**src/rtl/ram_arb_pkg.sv**
```systemverilog
// Shared types and constants for the RAM port arbiter.
// Host IDs are sized for the largest supported host count so every configuration shares one tag width.
package ram_arb_pkg;

    localparam int MaxHosts = 4;
    localparam int HostIdW  = $clog2(MaxHosts);

    typedef enum logic {
        RUN   = 1'b0,
        CLEAR = 1'b1
    } arb_state_e;

endpackage

```
**src/rtl/rr_arbiter.sv**
```systemverilog
// Round-robin pick: first requester at or above ptr_i, wrapping. Purely combinational, zero latency.
// No backpressure; a host that is not granted simply keeps requesting.
module rr_arbiter
    import ram_arb_pkg::*;
#(
    parameter int NumHosts = 2
) (
    input  logic [NumHosts-1:0] req_i,
    input  logic [HostIdW-1:0]  ptr_i,
    output logic [NumHosts-1:0] gnt_o
);

    logic found;

    always_comb begin
        gnt_o = '0;
        found = 1'b0;
        for (int k = 0; k < NumHosts; k++) begin
            for (int h = 0; h < NumHosts; h++) begin
                if (!found && req_i[h] && (h == (int'(ptr_i) + k) % NumHosts)) begin
                    gnt_o[h] = 1'b1;
                    found    = 1'b1;
                end
            end
        end
    end

endmodule

```
**src/rtl/ram_port_arb.sv**
```systemverilog
// Shares one RAM port among NumHosts requesters (round-robin, same-cycle grant, 1-cycle response routing)
// and runs a full-RAM zero sweep on request; hosts stall (hold req) while the sweep owns the port.
module ram_port_arb
    import ram_arb_pkg::*;
#(
    parameter int NumHosts = 2,
    parameter int Depth    = 128
) (
    input  logic                     clk_i,
    input  logic                     rst_i,
    input  logic [NumHosts-1:0]      host_req_i,
    input  logic [NumHosts-1:0]      host_we_i,
    input  logic [NumHosts-1:0][3:0] host_be_i,
    input  logic [NumHosts-1:0][31:0] host_addr_i,
    input  logic [NumHosts-1:0][31:0] host_wdata_i,
    output logic [NumHosts-1:0]      host_gnt_o,
    output logic [NumHosts-1:0]      host_rvalid_o,
    output logic [31:0]              host_rdata_o,
    output logic                     ram_req_o,
    output logic                     ram_we_o,
    output logic [3:0]               ram_be_o,
    output logic [31:0]              ram_addr_o,
    output logic [31:0]              ram_wdata_o,
    input  logic                     ram_rvalid_i,
    input  logic [31:0]              ram_rdata_i,
    input  logic                     clr_req_i,
    output logic                     clr_busy_o,
    output logic                     clr_done_o
);

    localparam int CntW = (Depth > 1) ? $clog2(Depth) : 1;

    arb_state_e          state;
    logic [HostIdW-1:0]  rr_ptr;
    logic [HostIdW-1:0]  tag_id;
    logic                tag_vld;
    logic [CntW-1:0]     clr_cnt;
    logic                clr_done;
    logic [NumHosts-1:0] arb_gnt;
    logic [HostIdW-1:0]  gnt_id;

    rr_arbiter #(.NumHosts(NumHosts)) u_rr (
        .req_i (host_req_i),
        .ptr_i (rr_ptr),
        .gnt_o (arb_gnt)
    );

    assign host_gnt_o   = (state == RUN && !rst_i) ? arb_gnt : '0;
    assign clr_busy_o   = (state == CLEAR) && !rst_i;
    assign clr_done_o   = clr_done && !rst_i;
    assign host_rdata_o = ram_rdata_i;

    always_comb begin
        gnt_id = '0;
        for (int i = 0; i < NumHosts; i++) begin
            if (arb_gnt[i]) gnt_id = HostIdW'(i);
        end
    end

    // The sweep owns the port outright; otherwise the granted host drives it straight through.
    always_comb begin
        ram_req_o   = 1'b0;
        ram_we_o    = 1'b0;
        ram_be_o    = 4'h0;
        ram_addr_o  = '0;
        ram_wdata_o = '0;
        if (clr_busy_o) begin
            ram_req_o  = 1'b1;
            ram_we_o   = 1'b1;
            ram_be_o   = 4'hF;
            ram_addr_o = 32'(clr_cnt) << 2;
        end else begin
            for (int i = 0; i < NumHosts; i++) begin
                if (host_gnt_o[i]) begin
                    ram_req_o   = 1'b1;
                    ram_we_o    = host_we_i[i];
                    ram_be_o    = host_be_i[i];
                    ram_addr_o  = host_addr_i[i];
                    ram_wdata_o = host_wdata_i[i];
                end
            end
        end
    end

    always_comb begin
        host_rvalid_o = '0;
        for (int i = 0; i < NumHosts; i++) begin
            host_rvalid_o[i] = ram_rvalid_i && tag_vld && !rst_i && (tag_id == HostIdW'(i));
        end
    end

    always_ff @(posedge clk_i) begin
        if (rst_i) begin
            state    <= RUN;
            rr_ptr   <= '0;
            clr_cnt  <= '0;
            tag_vld  <= 1'b0;
            tag_id   <= '0;
            clr_done <= 1'b0;
        end else begin
            clr_done <= 1'b0;
            // Clear writes leave tag_vld low, so their responses go nowhere.
            tag_vld  <= |host_gnt_o;
            tag_id   <= gnt_id;
            case (state)
                RUN: begin
                    if (|host_gnt_o) begin
                        rr_ptr <= (gnt_id == HostIdW'(NumHosts - 1)) ? '0 : gnt_id + HostIdW'(1);
                    end
                    if (clr_req_i) state <= CLEAR;
                end
                CLEAR: begin
                    if (clr_cnt == CntW'(Depth - 1)) begin
                        clr_cnt  <= '0;
                        clr_done <= 1'b1;
                        state    <= RUN;
                    end else begin
                        clr_cnt <= clr_cnt + CntW'(1);
                    end
                end
                default: state <= RUN;
            endcase
        end
    end

endmodule

```
**config.mk**
```make
export PLATFORM = sky130hd
export DESIGN_NAME = ram_port_arb
export DESIGN_NICKNAME = d
export VERILOG_FILES = /design/src/rtl/ram_arb_pkg.sv /design/src/rtl/rr_arbiter.sv /design/src/rtl/ram_port_arb.sv
export SDC_FILE = /design/constraint.sdc
export NUM_CORES = 1
export LEC_CHECK = 0
export BUFFER_PORTS_ARGS = -buffer_cell sky130_fd_sc_hd__buf_2
export CAP_MARGIN = 40
export CORE_AREA = 5 5 106 108
export CTS_CLUSTER_SIZE = 12
export DETAILED_ROUTE_END_ITERATION = 16
export DIE_AREA = 0 0 111 113
export GPL_ROUTABILITY_DRIVEN = 0
export PLACE_DENSITY = 0.53
export SYNTH_ARGS = -nofsm -noshare
export SYNTH_HDL_FRONTEND = slang
export SYNTH_HIERARCHICAL = 1
export SYNTH_SLANG_ARGS = --single-unit
```
**constraint.sdc**
```tcl
create_clock -name clk_i -period 2 [get_ports clk_i]
set_input_delay 0.1 -clock clk_i [delete_from_list [all_inputs] [get_ports clk_i]]
set_output_delay 0.1 -clock clk_i [all_outputs]
set_load 0.02 [all_outputs]
```
-- Yosys cells after proc, flatten, opt, wreduce, memory -nomap -nowiden
Index checks and enable logic that the tools add are counted.
- flip-flop bits (word level): 13
- bits of input ports: 176
- output and inout port bits: 108
- logic and storage cells: 68
- $add $sub $neg: 3
- equality and inequality tests: 4
- mux-type cells: 29
- bitwise gates (word level): 2
- reduce and logical (&&, ||, !) cells: 24
- operator list (operator ; number):
    32-bit two-way mux ; 6
    32-bit zero test ; 2
    1-bit two-way mux ; 17
    1-bit logical AND ; 14
    4-bit two-way mux ; 3
    7-bit by 1-bit adder with 7-bit output, second input constant ; 1
    7-bit == test, second input constant ; 1
    7-bit two-way mux ; 1
    1-bit zero test ; 4
    2-bit OR reduction ; 2
    1-bit adder, second input constant ; 2
    2-bit by 1-bit == test with 1-bit output, second input constant ; 1
    2-bit == test, first input constant ; 1
    2-bit zero test ; 1
    2-bit two-way mux ; 1
    1-bit one-hot mux with 2 select lines ; 1
    2-bit AND reduction ; 1
    1-bit bitwise AND, first input constant ; 1
    1-bit == test, second input constant ; 1
    1-bit NOT ; 1

-- Depth between registers and ports, before layout
- depth after elaboration: 19
- mapped depth: 7
- depth with buffers taken out: 6

-- Modules after synthesis
The synthesis kept the hierarchy.
- by module, submodules not included (module ; times used ; cells each ; area each (µm²) ; seq. area each (µm²)):
    ram_port_arb ; 1 ; 197 ; 1602.8 ; 240.2
    rr_arbiter ; 1 ; 3 ; 18.8 ; 0.0

-- Worst setup path after synthesis
OpenSTA, ideal clock, no wires.
- kind: flip-flop to output port
- from: reg rr_ptr[0]
- to: out ram_addr_o[0]
- data arrival time: 1.523 ns
- data required time: 1.900 ns
- slack: 0.377 ns
- cell stages (with the launch flop): 8
- buffers on the path: 2
- path through: dfxtp_1 inv_1 a21boi_1 nand2b_2 nor2_4 buf_4 buf_2 a22o_1
- cells in the longest elaborated chain, start to end: 18
- elaborated cells on any way between the ends: 25
- those cells by class: add/sub: 1; eq/ne: 1; mux: 10; bitwise: 1; reduce/logical: 12
- RTL lines (element ; RTL line ; RTL):
    from (decl) ; ram_port_arb.sv:34 ; logic [HostIdW-1:0] rr_ptr;
    from (signal assigned) ; ram_port_arb.sv:108 ; rr_ptr <= (gnt_id == HostIdW'(NumHosts - 1)) ? '0 : gnt_id + HostIdW'(1);
    32-bit zero test ; rr_arbiter.sv:20 ; if (!found && req_i[h] && (h == (int'(ptr_i) + k) % NumHosts)) begin
    1-bit logical AND ; rr_arbiter.sv:20 ;
    1-bit two-way mux ; rr_arbiter.sv:20 ;
    1-bit zero test ; rr_arbiter.sv:20 ;
    1-bit logical AND (2 in series) ; rr_arbiter.sv:20 ;
    1-bit two-way mux ; rr_arbiter.sv:20 ;
    1-bit zero test ; rr_arbiter.sv:20 ;
    1-bit logical AND (2 in series) ; rr_arbiter.sv:20 ;
    1-bit two-way mux ; rr_arbiter.sv:20 ;
    1-bit zero test ; rr_arbiter.sv:20 ;
    1-bit logical AND (2 in series) ; rr_arbiter.sv:20 ;
    1-bit two-way mux (*) ; rr_arbiter.sv:20 ;
    via arb_gnt[1] ; ram_port_arb.sv:39 ; logic [NumHosts-1:0] arb_gnt;
    2-bit two-way mux (*) ; ram_port_arb.sv:48 ; assign host_gnt_o = (state == RUN && !rst_i) ? arb_gnt : '0;
    32-bit two-way mux (*) ; ram_port_arb.sv:74 ; if (host_gnt_o[i]) begin
    32-bit two-way mux (*) ; ram_port_arb.sv:67 ; if (clr_busy_o) begin
    to (decl) ; ram_port_arb.sv:22 ; output logic [31:0] ram_addr_o,
The timed path passes the listed nets; every way through them passes the cells marked *.

-- Worst setup path after layout
- from: reg rr_ptr[0]
- to: out ram_addr_o[5]
Same word-level chain as after synthesis.

==> metrics.md <==
| Metric | Value |
|---|---|
| Final hold violation count | `0` |
| Setup repair after global routing missed its margin | `false` |
| Category of the worst setup path capture point | `output pin` |
| Stages on worst setup path | `8` |
| Maximum operating frequency | `approximately 520 MHz` |
| Minimum hold slack | `~0.15 ns` |
| DRC violations left | `0` |
| Worst-case clock skew | `around 0.0020 ns` |
| Post-DR vias/cell | `4.492` |
| Number of design-rule violations left by the first detailed-router iteration | `about 160` |
| Core box area | `roughly 10000 um^2` |
| Cell count of the worst hold path | `3` |
| Final global-route overflow total | `0` |
| Leakage power of the design | `1.565 nW` |
| Remaining antenna violation count after routing | `0` |
| Final critical delay including setup and external delays | `around 1.9 ns` |
| Final std cells w/o fill | `520` |
| Normalized max-slew margin | `between 60 and 70%` |
| Number of vias after detailed routing | `about 2300` |
| Total half-perimeter wirelength after legalization and detailed placement | `roughly 6900 um` |
| Number of global-route vias before repair | `2311` |
| Share of the clock period used by the worst path | `95.43%` |
| Width of the die | `about 110 um` |
| Critical path data required time | `about 1.9 ns` |
| Maximum number of pins on one net before global-route repair | `between 40 and 50` |
| Final setup violating endpoints | `0` |
| Top Ports | `284` |
| All-layer global routing usage | `between 10% and 20%` |
| Crit Path Max Fanout | `19` |
| TritonCTS clock tree | `yes` |
| Length of the first detailed-routing pass in iterations | `4` |
| Clock slew at the register clock pins of the worst setup and hold paths | `~0.060 ns` |
| Met1 wire length | `between 3000 and 4000 um` |
| Total CTS buffers | `3` |
| Worst R2R Path Depth | `3` |
| Worst IR Drop VDD | `0.0001703 V` |
| Insertion delay to the later sink of the worst-skew pair | `around 0.24 ns` |
| Met2 WL | `about 4400 um` |
| Critical path class | `register to output pin` |
| Met3 Routed Length | `slightly below 1000 um` |
| Pins over their slew limit | `0` |
| Global-route wire length before repair | `between 10000 and 15000 um` |
| Total clock sinks | `12` |
| Worst path top cell family by delay | `buffers and inverters` |
| Number of fill cells in the layout | `roughly 1100` |
| Uppermost layer routed | `met4` |
| H-tree levels | `1` |
| Share of layout cells above drive strength 1 | `between 60% and 70%` |
| Worst endpoint data arrival time | `between 1.5 and 2 ns` |
| Buf/Inv on CP | `4` |
| Number of cell rows | `37` |
| # Max-Cap Violations | `0` |
| Reg-to-reg slack, setup | `0.60 ns` |
| Mapped Nets | `about 380` |
| Synthesis-to-finish area growth | `72.39%` |
| Starting density of the core | `15.96%` |
| Mean cell area of the mapped netlist | `about 8.1 um^2` |
| Peak per-stage delay on the critical path | `roughly 0.34 ns` |
| Cell area after synthesis | `~1600 um^2` |
| Number of nets in the final layout | `~560` |
| Count of inserted antenna diode cells | `0` |
| WL/cell | `16.54 um` |
| Total negative slack | `0 ns` |
| Number of antenna violations at the first check in global routing | `0` |
| Pwr/cell area | `389.8 nW/um^2` |
| Number of instances in the synthesized netlist | `slightly below 200` |
| Cells traversed along the worst timing path | `inv_2 > a21boi_4 > nor4b_4 > buf_4 > buf_12 > and2_1 > a221o_1 > buf_6` |
| Total instance count after detailed placement | `around 510` |
| Outcome | `finished, final reports clean` |
| Library cell contributing the largest single delay on the critical path | `sky130_fd_sc_hd__dfxtp_2` |
| CTS Hold Bufs | `0` |
| Number of buffers on the longest clock path | `2` |
| Crit start category | `register` |
| Overall routed net length | `between 8000 and 9000 um` |
| Slew at the pin closest to its max-slew limit | `approximately 0.46 ns` |
| Count of input and output buffers | `roughly 220` |
| CTS Root Buffer Type | `sky130_fd_sc_hd__clkbuf_8` |
| Yosys Warn Count | `6` |
| HP Class | `primary input to register` |
| Footprint of the multi-input gates | `around 1000 um^2` |
| Register cell area after layout | `241.5 um^2` |
| Vert. Die Dim | `around 110 um` |
| Die Footprint | `around 13000 um^2` |
[routing by layer]
layer	GRT usage, %	vias to the layer above
met4	2.381	0
met3	4.759	4
li1	-	1100
met5	0	-
met1	12.75	1063
met2	20.95	169
[sequential cells by signal, summed over array words and instances, names as in the netlist]
name      cells
clr_cnt       7
clr_done      1
rr_ptr        1
state         1
tag_id        1
tag_vld       1
[through the flow]
stage / setup WS (ns) / total power, mW / instance area (um^2) / util, %
after floorplan: 0.3773 / 0.6317 / 1618 / -
after global placement: 0.2969 / 0.7886 / 2613 / 25.77
after detailed placement: 0.2201 / 0.7939 / 2613 / 25.77
after CTS: 0.04741 / 1.074 / 2671 / 26.35
after global routing: 0.0004170 / 1.156 / 2789 / 27.51
final: 0.09144 / 1.087 / 2789 / 27.51
[final cells by class]
class	count	area share (%)
repair buffers	231	46.07
multi-input cells	135	36.92
flip-flops and latches	12	8.659
well taps	136	6.101
clock buffers	4	1.974
inverters	2	0.2692
[path summary, 6_finish.rpt]
check | from | end
max | rr_ptr[0]$_SDFFE_PP0P_ | ram_addr_o[5]
min | clr_req_i | state$_SDFF_PP0_
max reg2reg | clr_cnt[2]$_SDFFE_PP0P_ | clr_cnt[6]$_SDFFE_PP0P_
min reg2reg | clr_cnt[6]$_SDFFE_PP0P_ | clr_cnt[6]$_SDFFE_PP0P_
[worst min-delay path, stage by stage]
cell,delay (ns)
sky130_fd_sc_hd__buf_2,0.10
sky130_fd_sc_hd__nor2_1,0.09
sky130_fd_sc_hd__a211oi_1,0.06
[report_power, final]
part	internal (mW)	switching [mW]	total, mW
Sequential	0.248	0.00978	0.258
Clock	0.174	0.0962	0.270
Combinational	0.266	0.293	0.559
[timing repair]
item	CTS	global route
pin swaps	0	2
cloned	0	2
gates resized for setup	1	14
setup endpoints to repair	28	41
buffers inserted	0	3
[cells in the final DEF, fill, tap and decap left out, types with 2 or more instances in the layout]
| master | instances |
|---|---|
| sky130_fd_sc_hd__buf_12 | 3 |
| sky130_fd_sc_hd__nor2_1 | 5 |
| sky130_fd_sc_hd__a21oi_1 | 8 |
| sky130_fd_sc_hd__dfxtp_1 | 11 |
| sky130_fd_sc_hd__nand4_1 | 2 |
| sky130_fd_sc_hd__buf_4 | 5 |
| sky130_fd_sc_hd__or3_1 | 2 |
| sky130_fd_sc_hd__o211ai_1 | 2 |
| sky130_fd_sc_hd__a221o_1 | 7 |
| sky130_fd_sc_hd__xor2_1 | 2 |
| sky130_fd_sc_hd__nor3_1 | 2 |
| sky130_fd_sc_hd__nand3_1 | 7 |
| sky130_fd_sc_hd__a22o_1 | 57 |
| sky130_fd_sc_hd__and2_1 | 8 |
| sky130_fd_sc_hd__clkbuf_8 | 4 |
| sky130_fd_sc_hd__nand2b_1 | 4 |
| sky130_fd_sc_hd__buf_2 | 216 |
| sky130_fd_sc_hd__o21ai_0 | 2 |
| sky130_fd_sc_hd__a31oi_1 | 2 |
| sky130_fd_sc_hd__clkbuf_16 | 2 |
| sky130_fd_sc_hd__buf_6 | 5 |
| sky130_fd_sc_hd__nand2_1 | 9 |
| sky130_fd_sc_hd__nor2b_1 | 3 |
(Power assumes the default switching activity.)
